File: src/rtl/pid_scheduler.sv
// pid_scheduler
// Runs a shared, time-multiplexed 10-state discrete PID core (E1..E10) once
// per enabled channel on every accepted control-loop tick. Channel errors and
// the enable mask are snapshotted at the tick so the sweep sees a coherent set.
//
// Ports
//   clk_pid      clock, shared with the PID core
//   reset        synchronous, active-high
//   tick         control-loop strobe, accepted only in IDLE
//   ch_enable    per-channel enable mask (AN bits)
//   error_flat   signed errors, channel i at [i*EW +: EW]
//   pid_a        channel address to the core
//   pid_ce       clock enable to the core
//   pid_reset    core reset (effective only with pid_ce)
//   pid_error    error slice of the snapshot at pid_a
//   pid_m_k      motor output from the core
//   m_k_flat     captured outputs, channel i at [i*OW +: OW]
//   m_k_valid    one-cycle per-channel update pulse
//   busy         high in SCAN and RUN
//   done         one-cycle end-of-sweep pulse
//   overrun_cnt  saturating count of ticks rejected while a sweep is active
//
// state | meaning
// INIT0 | core clocked with reset -> core forced to E0
// INIT1 | core clocked once       -> core parked at E1
// IDLE  | waiting for a tick
// SCAN  | looking for the next enabled channel (1 cycle per index)
// RUN   | 10 core-enabled steps for channel idx (E1..E10, back to E1)
// DONE  | done pulse, then back to IDLE
module pid_scheduler #(
   parameter  int AW  = 1,
   parameter  int EW  = 24,
   parameter  int OW  = 12,
   parameter  int OVW = 8,
   localparam int AN  = 2 ** AW
) (
   input  logic              clk_pid,
   input  logic              reset,
   input  logic              tick,
   input  logic [AN-1:0]     ch_enable,
   input  logic [AN*EW-1:0]  error_flat,
   output logic [AW-1:0]     pid_a,
   output logic              pid_ce,
   output logic              pid_reset,
   output logic [EW-1:0]     pid_error,
   input  logic [OW-1:0]     pid_m_k,
   output logic [AN*OW-1:0]  m_k_flat,
   output logic [AN-1:0]     m_k_valid,
   output logic              busy,
   output logic              done,
   output logic [OVW-1:0]    overrun_cnt
);

   typedef enum logic [2:0] {
      S_INIT0,
      S_INIT1,
      S_IDLE,
      S_SCAN,
      S_RUN,
      S_DONE
   } state_t;

   localparam logic [AW-1:0] IDX_LAST  = AW'(AN - 1);
   localparam logic [3:0]    STEP_LAST = 4'd9;

   state_t             state;
   logic [AW-1:0]      idx;
   logic [3:0]         step;
   logic [AN*EW-1:0]   err_snap;
   logic [AN-1:0]      mask_snap;

   assign pid_error = err_snap[int'(pid_a)*EW +: EW];

   // Outputs are registered alongside the state, so each one is assigned on
   // the transition into the state where it must hold its value.
   always_ff @(posedge clk_pid) begin
      if (reset) begin
         state       <= S_INIT0;
         idx         <= '0;
         step        <= '0;
         err_snap    <= '0;
         mask_snap   <= '0;
         pid_a       <= '0;
         pid_ce      <= 1'b1;
         pid_reset   <= 1'b1;
         m_k_flat    <= '0;
         m_k_valid   <= '0;
         busy        <= 1'b0;
         done        <= 1'b0;
         overrun_cnt <= '0;
      end else begin
         m_k_valid <= '0;
         done      <= 1'b0;

         if (tick && (state inside {S_SCAN, S_RUN, S_DONE}) && (overrun_cnt != '1))
            overrun_cnt <= overrun_cnt + 1'b1;

         case (state)
            S_INIT0: begin
               state     <= S_INIT1;
               pid_ce    <= 1'b1;
               pid_reset <= 1'b0;
            end
            S_INIT1: begin
               state  <= S_IDLE;
               pid_ce <= 1'b0;
            end
            S_IDLE: begin
               if (tick) begin
                  err_snap  <= error_flat;
                  mask_snap <= ch_enable;
                  idx       <= '0;
                  busy      <= 1'b1;
                  state     <= S_SCAN;
               end
            end
            S_SCAN: begin
               if (mask_snap[idx]) begin
                  step   <= '0;
                  pid_a  <= idx;
                  pid_ce <= 1'b1;
                  state  <= S_RUN;
               end else if (idx == IDX_LAST) begin
                  busy  <= 1'b0;
                  done  <= 1'b1;
                  state <= S_DONE;
               end else begin
                  idx <= idx + 1'b1;
               end
            end
            S_RUN: begin
               if (step == STEP_LAST) begin
                  // Core wrote m_k at the end of step 8; it is stable now.
                  m_k_flat[int'(idx)*OW +: OW] <= pid_m_k;
                  m_k_valid[idx]               <= 1'b1;
                  pid_ce                       <= 1'b0;
                  if (idx == IDX_LAST) begin
                     busy  <= 1'b0;
                     done  <= 1'b1;
                     state <= S_DONE;
                  end else begin
                     idx   <= idx + 1'b1;
                     state <= S_SCAN;
                  end
               end else begin
                  step <= step + 4'd1;
               end
            end
            S_DONE: begin
               state <= S_IDLE;
            end
            default: begin
               state     <= S_INIT0;
               pid_ce    <= 1'b1;
               pid_reset <= 1'b1;
               busy      <= 1'b0;
            end
         endcase
      end
   end

endmodule

File: config.mk
export PLATFORM = sky130hd
export DESIGN_NAME = pid_scheduler
export DESIGN_NICKNAME = d
export VERILOG_FILES = /design/src/rtl/pid_scheduler.sv
export SDC_FILE = /design/constraint.sdc
export NUM_CORES = 1
export LEC_CHECK = 0
export BUFFER_PORTS_ARGS = -buffer_cell sky130_fd_sc_hd__buf_4
export CAP_MARGIN = 10
export CORE_MARGIN = 2
export CORE_UTILIZATION = 55
export CTS_BUF_LIST = sky130_fd_sc_hd__clkbuf_2
export DETAILED_ROUTE_END_ITERATION = 8
export HOLD_SLACK_MARGIN = 0.02
export PLACE_DENSITY = 0.9
export SLEW_MARGIN = 20
export SYNTH_ARGS = -nofsm -noshare
export SYNTH_HDL_FRONTEND = slang
export SYNTH_SLANG_ARGS = --single-unit
File: constraint.sdc
create_clock -name clk_pid -period 3.1 [get_ports clk_pid]
set_clock_uncertainty 0.1 [all_clocks]
set_input_delay 0.62 -clock clk_pid [delete_from_list [all_inputs] [get_ports clk_pid]]
set_output_delay 0.62 -clock clk_pid [all_outputs]
set_load 0.01 [all_outputs]
==> impl_metrics.json, run 1 <==
{
  "status": "finished, final reports clean",
  "synth-seq-cells": 97,
  "max-vdd-ir-drop_uv": 361,
  "synth-simple-area-share": 0.204,
  "regToRegEndpoint": "m_k_flat[22]$_SDFFE_PP0P_",
  "synth_cell_types": 48,
  "drv_slew": 0,
  "powerDensity_nw_per_um2": 502,
  "cts_tree": "yes",
  "grt_pass1_wl_um": 15900,
  "required_ps": 2380,
  "min-delay-path-class": "primary input to flip-flop",
  "die_x_um": 89.9,
  "worst_setup_path_start_kind": "flip-flop",
  "fmax_mhz": 377,
  "grt_max_degree": 101,
  "areaGrowthSynthToFinish_pct": 26.8,
  "rows": 31,
  "worstPathMaxFanout": 16,
  "core-area_um2": 7210,
  "dieArea_um2": 8090,
  "diodes": 0,
  "remaining_drc_errors": 0,
  "holdBufCountCts": 0,
  "fin_area_um2": 5150,
  "place_area_um2": 5020,
  "arrival_ps": 1930,
  "drive_above_1_share": 0.300,
  "yosys_warnings": 0,
  "viasPerCell": 5.40,
  "reg2reg_from": "state[2]$_SDFFE_PP0P_",
  "setup_viol": 0,
  "clockBufferDepth": 2,
  "pin_count": 128,
  "p_leak_uw": 0.00218,
  "die_h_um": 89.9,
  "overflow": 0,
  "synth_nets": 535,
  "relSlewSlack": 0.332,
  "wl_per_cell_um": 14.4,
  "fill_cells": 582,
  "drt_iter0_drc": 175,
  "crit_path_end_kind": "primary output",
  "first_global_vias": 3464,
  "dr.pass1.iters": 5,
  "synth-edff-count": 0,
  "synth_compound_gate_area_share": 0.122,
  "synth_cells": 467,
  "vias": 3646,
  "met2_usage": 0.412,
  "port_buffers": 127,
  "finalPower_uw": 2590,
  "syn_avg_cell_area_um2": 8.70,
  "reg2reg_slack_ps": 760,
  "synth_area_um2": 4060,
  "synth_fa_ha_area_frac": 0.00924,
  "top_usage_layer": "met2",
  "cts-root-buf": "clkbuf_2",
  "place_hpwl_um": 6710,
  "rsz0062_at_grt": "no",
  "reg2reg_depth": 4,
  "clkSlewWorstSetupHoldPaths_ps": 260,
  "htreeDepth": 3,
  "gr-usage-met3": 0.0469,
  "synth_top_family_by_area": "simple AND/OR/NAND/NOR gates",
  "path_class": "flip-flop to primary output",
  "finalHoldViolCount": 0,
  "synth-xor-area-share": 0.00647,
  "nets": 640,
  "tns_ps": 0,
  "drv_cap": 0,
  "min_path_cells": 3,
  "synth_ff_type": "dfxtp_1",
  "muxShareOfSynthArea": 0.141,
  "post_cts.repair.setup_buffers": 0,
  "use_met1": 0.281,
  "clock_latency_ps": 510,
  "synth_seq_area_share": 0.478,
  "cts_made_buffers": 9,
  "numClockSinks": 97,
  "ant_nets": 0,
  "cts_resized": 0,
  "worst_pin_slew_ps": 1000,
  "grt_usage": 0.236,
  "hp-start": "error_flat[12]",
  "async_flop_share": 0,
  "routabilityCongestion": 0.814,
  "min_to": "err_snap[12]$_SDFFE_PP0P_",
  "finalCritPeriodShare": 0.856,
  "wirelength_um": 9750,
  "layout_min_cycle_time_ps": 2650,
  "start_util": 0.563,
  "antenna_found_initial": 0
}
-- cell usage in the layout, fill, tap and decap left out, types with 2 or more instances in the layout --
master,count
and3_1,2
ha_1,3
inv_1,3
clkinvlp_4,2
nand3_1,5
nand2b_1,4
nor2b_1,3
nor2_1,36
nor3_1,9
clkbuf_2,9
a211oi_1,5
mux2i_1,29
a21o_1,2
nand3b_1,2
o21a_1,2
nand2_1,107
dfxtp_1,97
or3_1,2
xor2_1,2
nor3b_1,3
o21ai_0,3
mux2_2,24
and3b_1,3
a21oi_1,58
o31ai_1,2
o22ai_1,2
nand4_1,2
buf_4,128
a31oi_1,2
bufinv_16,2
-- cell type report --
class                           count  area [µm²]  area share
Timing Repair Buffer              129         981       0.190
Tap cell                           99         124      0.0240
Multi-Input combinational cell    332        1970       0.381
Inverter                            3        11.3     0.00219
Clock buffer                        9        45.0     0.00874
Sequential cell                    97        1940       0.377
Clock inverter                      6        83.8      0.0163
-- worst max-delay path, cell delays in order (launching register included) --
cell     delay [ps]
dfxtp_1         690
buf_12          230
mux2_2          350
buf_4           150
-- worst max-delay path by stage --
stage | from | to | slack, ps | depth (start not counted)
finish | pid_a$_SDFFE_PP0P_ | pid_error[10] | 450 | 3
global route | pid_a$_SDFFE_PP0P_ | pid_error[22] | 350 | 3
CTS | pid_a$_SDFFE_PP0P_ | pid_error[10] | 410 | 3
detailed placement | state[2]$_SDFFE_PP0P_ | m_k_flat[22]$_SDFFE_PP0P_ | 800 | 4
global placement | state[2]$_SDFFE_PP0P_ | m_k_flat[16]$_SDFFE_PP0P_ | 940 | 4
floorplan | pid_a$_SDFFE_PP0P_ | pid_error[10] | 1010 | 3
-- cell usage after synthesis (2+ instances only) --
| cell type | count | area (µm²) |
|---|---|---|
| a211oi_1 | 5 | 37.5 |
| a21o_1 | 2 | 15.0 |
| a21oi_1 | 58 | 290 |
| a31oi_1 | 2 | 12.5 |
| and3_1 | 3 | 18.8 |
| and3b_1 | 3 | 26.3 |
| buf_2 | 3 | 15.0 |
| buf_6 | 2 | 22.5 |
| clkbuf_1 | 29 | 109 |
| dfxtp_1 | 97 | 1940 |
| ha_1 | 3 | 37.5 |
| inv_1 | 3 | 11.3 |
| mux2_2 | 24 | 270 |
| mux2i_1 | 29 | 290 |
| nand2_1 | 107 | 402 |
| nand2b_1 | 4 | 25.0 |
| nand3_1 | 6 | 30.0 |
| nand3b_1 | 2 | 15.0 |
| nand4_1 | 2 | 12.5 |
| nor2_1 | 36 | 135 |
| nor2b_1 | 3 | 18.8 |
| nor3_1 | 9 | 45.0 |
| nor3b_1 | 3 | 22.5 |
| o21a_1 | 2 | 15.0 |
| o21ai_0 | 3 | 15.0 |
| o22ai_1 | 2 | 12.5 |
| o31ai_1 | 2 | 15.0 |
| or3_1 | 2 | 12.5 |
| xor2_1 | 2 | 17.5 |
-- cell families (layout without fill, tap and decap cells) --
logic type      count (synthesis)  count (layout)
mux                            54              54
flops                          97              97
fa+ha+maj                       3               3
simple gates                  186             186
compound gates                 86              86
xor+xnor                        3               3
buf+inv                        38             147
-- stage by stage --
stage	util	hold WS [ps]	setup WS (ps)	cells
floorplan	-	333	1010	467
global placement	0.696	339	943	660
detailed placement	0.696	344	800	660
CTS	0.714	166	414	675
global route	0.714	164	349	675
finish	0.714	195	447	675
-- layer usage --
metal	up-vias	wire, µm
met1	1707	4020
met4	0	301
li1	1804	-
met5	-	0
met3	24	486
met2	111	4940
-- state kept, by name, summed over array words and instances (netlist names), 2 cells and up --
register,count
m_k_valid,2
err_snap,48
step,4
state,3
m_k_flat,24
overrun_cnt,8
mask_snap,2
-- power by group --
group          switching [µW]  internal (µW)  total [µW]
sequential                101           1340        1440
clock                     400            258         658
combinational             254            240         494
(Power assumes the default switching activity.)
==> run 2, diff against run 1 <==
--- a/config.mk
+++ b/config.mk
@@ -8,11 +8,11 @@
 export BUFFER_PORTS_ARGS = -buffer_cell sky130_fd_sc_hd__buf_4
 export CAP_MARGIN = 10
 export CORE_MARGIN = 2
-export CORE_UTILIZATION = 55
+export CORE_UTILIZATION = 53
 export CTS_BUF_LIST = sky130_fd_sc_hd__clkbuf_2
 export DETAILED_ROUTE_END_ITERATION = 8
 export HOLD_SLACK_MARGIN = 0.02
-export PLACE_DENSITY = 0.9
+export PLACE_DENSITY = 0.88
 export SLEW_MARGIN = 20
 export SYNTH_ARGS = -nofsm -noshare
 export SYNTH_HDL_FRONTEND = slang
==> constraint.sdc (replaced) <==
create_clock -name clk_pid -period 2.7 [get_ports clk_pid]
set_clock_uncertainty 0.1 [all_clocks]
set_input_delay 0.54 -clock clk_pid [delete_from_list [all_inputs] [get_ports clk_pid]]
set_output_delay 0.54 -clock clk_pid [all_outputs]
set_load 0.01 [all_outputs]
==> run 2 against run 1 <==
Net effect: wire length shrank 1.3%; critical path depth is the same; sequential share of layout area grew 0.23 points; hold slack lost 58 ps; final area shrank 0.61%; power grew 8.3%.
==> impl_metrics.json, run 2 (synthesized netlist as in run 1, its figures left out) <==
{
  "regToRegEndpoint": "overrun_cnt[0]$_SDFFE_PP0P_",
  "cts-root-buf": "clkbuf_2",
  "die_x_um": 91.6,
  "dr.pass1.iters": 4,
  "relSlewSlack": 0.346,
  "powerDensity_nw_per_um2": 547,
  "viasPerCell": 5.29,
  "largest_register": "err_snap",
  "crit_path_end_kind": "primary output",
  "ff_latch_area_um2": 1940,
  "largest_reg_flops": 48,
  "routabilityCongestion": 0.850,
  "nets": 643,
  "startpoint": "pid_a$_SDFFE_PP0P_",
  "drv_slew": 0,
  "drv_cap": 0,
  "wirelength_um": 9620,
  "multi_input_area_um2": 1970,
  "diodes": 0,
  "arrival_ps": 1760,
  "drt_iter0_drc": 164,
  "first_global_vias": 3529,
  "setup_viol": 0,
  "rsz0062_at_grt": "no",
  "die_h_um": 91.6,
  "finalCritPeriodShare": 0.889,
  "place_inst": 663,
  "whs_ps": 136,
  "areaGrowthSynthToFinish_pct": 26.1,
  "status": "finished, final reports clean",
  "reg2reg_from": "state[1]$_SDFFE_PP0P_",
  "holdBufCountCts": 0,
  "min-delay-path-class": "primary input to flip-flop",
  "finalHoldViolCount": 0,
  "clock_latency_ps": 510,
  "place_hpwl_um": 6760,
  "cts_made_buffers": 9,
  "finalPower_uw": 2800,
  "required_ps": 2060,
  "remaining_drc_errors": 0,
  "post_cts.repair.setup_buffers": 0,
  "reg2reg_depth": 4,
  "path_class": "flip-flop to primary output",
  "critPathCapture": "pid_error[4]",
  "antenna_found_initial": 0,
  "layout_commonest_cell": "buf_4",
  "pin_count": 128,
  "tns_ps": 0,
  "mostFrequentLayoutCells": "132 x buf_4, 107 x nand2_1, 97 x dfxtp_1",
  "start_util": 0.554,
  "layout_min_cycle_time_ps": 2400,
  "numClockSinks": 97,
  "reg2reg_slack_ps": 640,
  "rows": 31,
  "cts_tree": "yes",
  "fill_cells": 586,
  "ant_nets": 0,
  "port_buffers": 127,
  "htreeDepth": 3,
  "largest_registers": "err_snap (48), m_k_flat (24), overrun_cnt (8)",
  "clockBufferDepth": 2,
  "worstPathMaxFanout": 25,
  "max-vdd-ir-drop_uv": 314,
  "worst_setup_path_start_kind": "flip-flop",
  "grt_pass1_wl_um": 16100,
  "wl_per_cell_um": 14.2,
  "worst_pin_slew_ps": 982,
  "drive_above_1_share": 0.305,
  "dieArea_um2": 8380,
  "vias": 3589,
  "overflow": 0,
  "cts_resized": 0,
  "layout.cells.non_filler": 679,
  "grt_max_degree": 101,
  "grt_usage": 0.233,
  "core-area_um2": 7330,
  "p_leak_uw": 0.00218,
  "clkSlewWorstSetupHoldPaths_ps": 260,
  "fmax_mhz": 417
}
[run 2: layout make-up]
cell class	count	area share
inverter	3	0.00220
multi-input combinational	332	0.384
tap	99	0.0242
sequential	97	0.379
clock buffer	11	0.0108
clock inverter	5	0.00635
timing repair buffer	132	0.194
[run 2: metrics by stage]
step	utilization	instance area, µm²	setup slack, ps
after floorplan	-	4060	689
after global placement	0.687	5030	779
after detailed placement	0.687	5030	684
after CTS	0.699	5120	272
after global routing	0.699	5120	210
final	0.699	5120	299
[run 2: worst min path at each step]
| stage | start | to | slack (ps) | depth (start not counted) |
|---|---|---|---|---|
| 4_1_cts | error_flat[5] | err_snap[5]$_SDFFE_PP0P_ | 110 | 3 |
| 6_report | error_flat[5] | err_snap[5]$_SDFFE_PP0P_ | 140 | 3 |
| 3_5_place_dp | err_snap[46]$_SDFFE_PP0P_ | err_snap[46]$_SDFFE_PP0P_ | 350 | 2 |
| 5_1_grt | error_flat[5] | err_snap[5]$_SDFFE_PP0P_ | 90 | 3 |
| 3_3_place_gp | err_snap[38]$_SDFFE_PP0P_ | err_snap[38]$_SDFFE_PP0P_ | 340 | 2 |
| 2_1_floorplan | err_snap[24]$_SDFFE_PP0P_ | err_snap[24]$_SDFFE_PP0P_ | 330 | 2 |
[run 2: per-layer routing]
layer	wire length, µm	part of all wire	up-vias	global-route usage
met5	0	0	-	0
met4	223	0.023	0	0.0972
met3	528	0.055	18	0.0456
met2	5010	0.52	101	0.412
met1	3860	0.40	1665	0.275
li1	-	-	1805	-
[run 2: worst max-delay path: stages, from the launching register on]
cell and delay (ps):
dfxtp_1 380, buf_4 320, mux2_2 390, buf_4 150
[run 2: where the power goes]
part	total [µW]	internal, µW	switching [µW]	leakage, µW
Sequential	1650	1530	114	0.000785
Combinational	565	278	288	0.00134
Clock	590	126	464	0.0000556
